==> src/rtl/data_mem_mmio.sv <==
// Data-memory stage: word-addressed RAM plus an MMIO page (LED, cycle counter, sticky fault).
// Optional timer compare/interrupt registers are built when MMIO_TIMER_EN is defined.
module data_mem_mmio #(
    parameter int          DEPTH_WORDS = 64,
    parameter logic [31:0] MMIO_BASE   = 32'hFFFF_FF00,
    parameter int          LED_W       = 8
) (
    input  logic             CLK,
    input  logic             reset,
    input  logic             MemWrite,
    input  logic [31:0]      Addr,
    input  logic [31:0]      WriteData,
    output logic [31:0]      ReadData,
    output logic [LED_W-1:0] LED,
    output logic             addr_fault,
    output logic             timer_irq
);

    localparam int          AW         = $clog2(DEPTH_WORDS);
    localparam logic [31:0] RAM_BYTES  = 32'(DEPTH_WORDS * 4);
    localparam logic [5:0]  OFF_LED    = 6'h00;
    localparam logic [5:0]  OFF_CYCLE  = 6'h01;
    localparam logic [5:0]  OFF_STATUS = 6'h02;
    localparam logic [5:0]  OFF_TCMP   = 6'h03;
    localparam logic [5:0]  OFF_TCTRL  = 6'h04;

    logic [31:0]      mem_q [DEPTH_WORDS];
    logic [LED_W-1:0] led_q, led_d;
    logic [31:0]      cycle_q, cycle_d;
    logic             fault_q, fault_d;

    logic             is_mmio, is_ram, aligned, bad_store, ram_we, mmio_we;
    logic [AW-1:0]    ram_idx;
    logic [5:0]       mmio_off;

    assign is_mmio   = (Addr[31:8] == MMIO_BASE[31:8]);
    assign is_ram    = !is_mmio && (Addr < RAM_BYTES);
    assign aligned   = (Addr[1:0] == 2'b00);
    assign bad_store = MemWrite && (!aligned || (!is_mmio && !is_ram));
    assign ram_we    = MemWrite && is_ram && aligned && !reset;
    assign mmio_we   = MemWrite && is_mmio && aligned;
    assign ram_idx   = Addr[AW+1:2];
    assign mmio_off  = Addr[7:2];

    always_comb begin
        led_d   = led_q;
        cycle_d = cycle_q + 32'd1;
        fault_d = fault_q;
        if (mmio_we && mmio_off == OFF_LED) begin
            led_d = WriteData[LED_W-1:0];
        end
        if (mmio_we && mmio_off == OFF_STATUS && WriteData[0]) begin
            fault_d = 1'b0;
        end
        // A bad store outranks a same-cycle clear.
        if (bad_store) begin
            fault_d = 1'b1;
        end
    end

    always_ff @(posedge CLK) begin
        if (reset) begin
            led_q   <= '0;
            cycle_q <= '0;
            fault_q <= 1'b0;
        end else begin
            led_q   <= led_d;
            cycle_q <= cycle_d;
            fault_q <= fault_d;
        end
    end

    // RAM is never cleared; old data survives reset.
    always_ff @(posedge CLK) begin
        if (ram_we) begin
            mem_q[ram_idx] <= WriteData;
        end
    end

`ifdef MMIO_TIMER_EN
    logic [31:0] tcmp_q, tcmp_d;
    logic        ten_q, ten_d;
    logic        tpend_q, tpend_d;

    always_comb begin
        tcmp_d  = tcmp_q;
        ten_d   = ten_q;
        tpend_d = tpend_q;
        if (mmio_we && mmio_off == OFF_TCMP) begin
            tcmp_d = WriteData;
        end
        if (mmio_we && mmio_off == OFF_TCTRL) begin
            ten_d = WriteData[0];
            if (WriteData[1]) begin
                tpend_d = 1'b0;
            end
        end
        if (ten_q && cycle_q == tcmp_q) begin
            tpend_d = 1'b1;
        end
    end

    always_ff @(posedge CLK) begin
        if (reset) begin
            tcmp_q  <= '0;
            ten_q   <= 1'b0;
            tpend_q <= 1'b0;
        end else begin
            tcmp_q  <= tcmp_d;
            ten_q   <= ten_d;
            tpend_q <= tpend_d;
        end
    end

    assign timer_irq = tpend_q & ten_q;
`else
    assign timer_irq = 1'b0;
`endif

    always_comb begin
        ReadData = '0;
        if (is_mmio) begin
            case (mmio_off)
                OFF_LED:    ReadData = 32'(led_q);
                OFF_CYCLE:  ReadData = cycle_q;
                OFF_STATUS: ReadData = {31'd0, fault_q};
`ifdef MMIO_TIMER_EN
                OFF_TCMP:   ReadData = tcmp_q;
                OFF_TCTRL:  ReadData = {30'd0, tpend_q, ten_q};
`endif
                default:    ReadData = '0;
            endcase
        end else if (is_ram) begin
            ReadData = mem_q[ram_idx];
        end
    end

    assign LED        = led_q;
    assign addr_fault = fault_q;

endmodule
==> config.mk <==
export PLATFORM = sky130hd
export DESIGN_NAME = data_mem_mmio
export DESIGN_NICKNAME = d
export VERILOG_FILES = /design/src/rtl/data_mem_mmio.sv
export SDC_FILE = /design/constraint.sdc
export NUM_CORES = 2
export LEC_CHECK = 0
export CAP_MARGIN = 20
export CORE_MARGIN = 8
export CORE_UTILIZATION = 50
export CTS_BUF_LIST = sky130_fd_sc_hd__clkbuf_8
export DETAILED_ROUTE_END_ITERATION = 6
export DONT_BUFFER_PORTS = 1
export SETUP_SLACK_MARGIN = 0.4
export SYNTH_ARGS = -nofsm -noshare
export SYNTH_HDL_FRONTEND = slang
export SYNTH_SLANG_ARGS = --single-unit
==> constraint.sdc <==
create_clock -name CLK -period 7.4 [get_ports CLK]
set_input_delay 1.48 -clock CLK [delete_from_list [all_inputs] [get_ports CLK]]
set_output_delay 1.48 -clock CLK [all_outputs]
set_load 0.02 [all_outputs]
==> flow_summary_export.csv <==
group,metric,value,unit
synthesis,synth_cells,3753,
timing,slew_headroom,18.8,%
hold_path,min_path_type,"reg2reg",
route,drtIter0Drc,4915,
critical_path,worst-setup-path-type,"in2out",
power_and_ir_drop,p_leak,28.5,nW
cells_and_area,drive_gt1_share,27.1,%
power_and_ir_drop,peakVddDrop,0.000228,V
critical_path,r2r_cells,6,
cells_and_area,stdcell_area,90000,sq um
placed_design,dpl_cell_area,83900,sq um
timing,setup_violations,0,
timing,fin_setup_tns,0,ns
timing,grt_setup_unrepaired,"no",
critical_path,required,5.92,ns
critical_path,critPathCaptureType,"output pin",
floorplan,die_height,418,um
route,remaining_drc_errors,0,
route,viasPerCell,6.28,
floorplan,io-pin-count,109,
placed_design,port_buffers,0,
synthesis,synth.avg_cell_area,21.6,sq um
outcome,outcome,"finished clean",
clock_tree,clkLatencyLatePin,1.05,ns
power_and_ir_drop,power,22.7,mW
clock_tree,htreeDepth,5,
timing,final_max_slew_viol_count,0,
critical_path,max_stage_delay,0.73,ns
global_route,grt_max_degree,614,
route,drt-wirelength-per-cell,34.4,um
clock_tree,cts_setup_buffers,0,
clock_tree,cts_inserted_buffers,347,
floorplan,rows,147,
placed_design,dp_hpwl,122000,um
synthesis,yosysSeqAreaShare,77.0,%
synthesis,syn_area,80900,sq um
global_route,gr-total-overflow,0,
timing,finalCriticalPeriod,6.98,ns
global_route,track_usage,24.8,%
critical_path,slowest_stage,"buf_16",
clock_tree,root_buffer,"clkbuf_8",
route,vias,40400,
critical_path,setup.worst_path.start_class,"primary input",
floorplan,start_util,50.4,%
cells_and_area,finalNetCount,4098,
synthesis,synth.distinct_cells,56,
power_and_ir_drop,power_density,253,nW/um^2
timing,hold_viol,0,
hold_path,holdPathStages,1,
clock_tree,cts_hold_buf,0,
clock_tree,clock-sinks,2089,
synthesis,async_flop_share,0,%
route,ant_nets,0,
route,wl,221000,um
global_route,first_global_vias,39800,
cells_and_area,finalNonFillerCells,6436,
synthesis,yosys_warnings,0,
synthesis,ys_ff_latch,2089,
synthesis,synth_edf_count,2048,
critical_path,path_max_fanout,143,
placed_design,dpl.cell_count,5836,
floorplan,die_w,418,um
synthesis,syn_nets,3821,
clock_tree,clk_pin_slew_worst_paths,0.06,ns
timing,period_share,94.3,%
floorplan,dieArea,175000,sq um
cells_and_area,area_growth,11.2,%
critical_path,crit_chain,"buf_16, buf_16, mux4_2, mux2i_1, nand2_1, o211ai_1, o22ai_1, buf_4",
critical_path,critPathArrivalTime,5.50,ns
synthesis,synth-main-ff-cell,"edfxtp_1",
global_route,antenna_found_initial,23,
route,first_pass_iters,5,
job,maxCapViolCount,0,
floorplan,core,161000,sq um
critical_path,reg2reg_slack,4.81,ns
timing,fmax,143,MHz
placed_design,place_congestion,0.871,
clock_tree,cts_tree,"done",
timing,max_slew.worst_pin.slew,1.22,ns
clock_tree,clk_path_buf_depth,4,
global_route,grt_pass1_wl,306000,um
critical_path,cp_common_cell,"buf_16",
timing,finalClockSkew,0.0465,ns
==> power breakdown <==
part           internal, mW  switching (mW)
logic                 0.347           0.386
clock network          4.55            4.45
registers              13.0         0.00413
total                  17.9            4.84
==> cell type report <==
cell class	count	area, sq um
Timing Repair Buffer	142	1170
Inverter	7	26.3
Clock buffer	362	4980
Tap cell	2160	2700
Clock inverter	215	915
Sequential cell	2089	62300
Multi-Input combinational cell	1443	17800
Fill cell	12100	70600
Antenna cell	18	45.0
==> layer usage <==
layer  routed length, um  part of all wire (%)  vias up  global-route usage, %
met1               88800                    40    21800                   34.3
met4                9380                   4.2        4                   9.81
li1                    -                     -    16400                      -
met2              106000                    48     1831                   39.1
met5                  16                0.0072        -                      0
met3               17600                   7.9      445                   5.21
==> critical path, delay by kind of cell <==
family | cells | cell delay, ns
mux | 2 | 0.97
compound gates | 2 | 0.49
simple gates | 1 | 0.45
buf+inv | 3 | 1.52
==> state kept, by name, summed over array words and instances (netlist names) <==
register,flops
mem_q,2048
cycle_q,32
LED,8
addr_fault,1
==> cells in the mapped netlist (31+ instances only) <==
| library cell | count | area [sq um] |
|---|---|---|
| o22ai_1 | 77 | 482 |
| buf_2 | 53 | 265 |
| dfxtp_1 | 41 | 821 |
| nand2_1 | 58 | 218 |
| nor4_1 | 47 | 294 |
| a211oi_1 | 43 | 323 |
| mux4_2 | 438 | 9860 |
| nor2_1 | 166 | 623 |
| clkbuf_1 | 75 | 282 |
| buf_4 | 42 | 315 |
| mux2i_1 | 227 | 2270 |
| buf_6 | 31 | 349 |
| edfxtp_1 | 2048 | 61500 |
| mux2_2 | 83 | 935 |
| nor2b_1 | 44 | 275 |
==> cells by family (layout without fill, tap and decap cells) <==
logic type | after synthesis | in the layout | share of synthesized area [%]
other cells | 1 | 19 | 0.00464
buf+inv | 221 | 726 | 1.63
mux | 749 | 749 | 16.2
compound gates | 256 | 256 | 2.35
fa+ha+maj | 1 | 1 | 0.0155
simple gates | 407 | 407 | 2.46
xor+xnor | 29 | 29 | 0.314
flops | 2089 | 2089 | 77.0
==> path summary, 6_finish.rpt <==
check | startpoint | to
setup / recovery | Addr[2] | ReadData[3]
hold / removal | cycle_q[0]$_SDFF_PP0_ | cycle_q[0]$_SDFF_PP0_
setup reg to reg | cycle_q[3]$_SDFF_PP0_ | cycle_q[31]$_SDFF_PP0_
hold reg to reg | cycle_q[0]$_SDFF_PP0_ | cycle_q[0]$_SDFF_PP0_
==> layout by cell type, fill, tap and decap left out, drive strengths merged, types with 10 or more instances in the layout <==
cell type,count
a2111oi,17
a211oi,43
a22o,10
a22oi,28
a32o,12
a32oi,20
buf,140
clkbuf,364
clkinv,109
dfxtp,41
diode,18
edfxtp,2048
inv,109
mux2,83
mux2i,227
mux4,439
nand2,58
nand3,24
nand4,15
nor2,166
nor2b,44
nor4,47
o21ai,12
o22ai,77
o31ai,11
xor2,23
==> through the flow <==
step | utilization, % | hold WS, ns | setup WS (ns)
after floorplan | - | 0.426 | 1.29
after global placement | 52.2 | 0.441 | 1.17
after detailed placement | 52.2 | 0.471 | 1.33
after CTS | 55.9 | 0.438 | 1.34
after global routing | 56.0 | 0.460 | 0.437
final | 56.0 | 0.493 | 0.425
==> what timing repair did <==
item | 4_1_cts | 5_1_grt
hold endpoints to repair | 0 | 0
resized for setup | 0 | 0
setup endpoints to repair | 0 | 32
(Power assumes the default switching activity.)
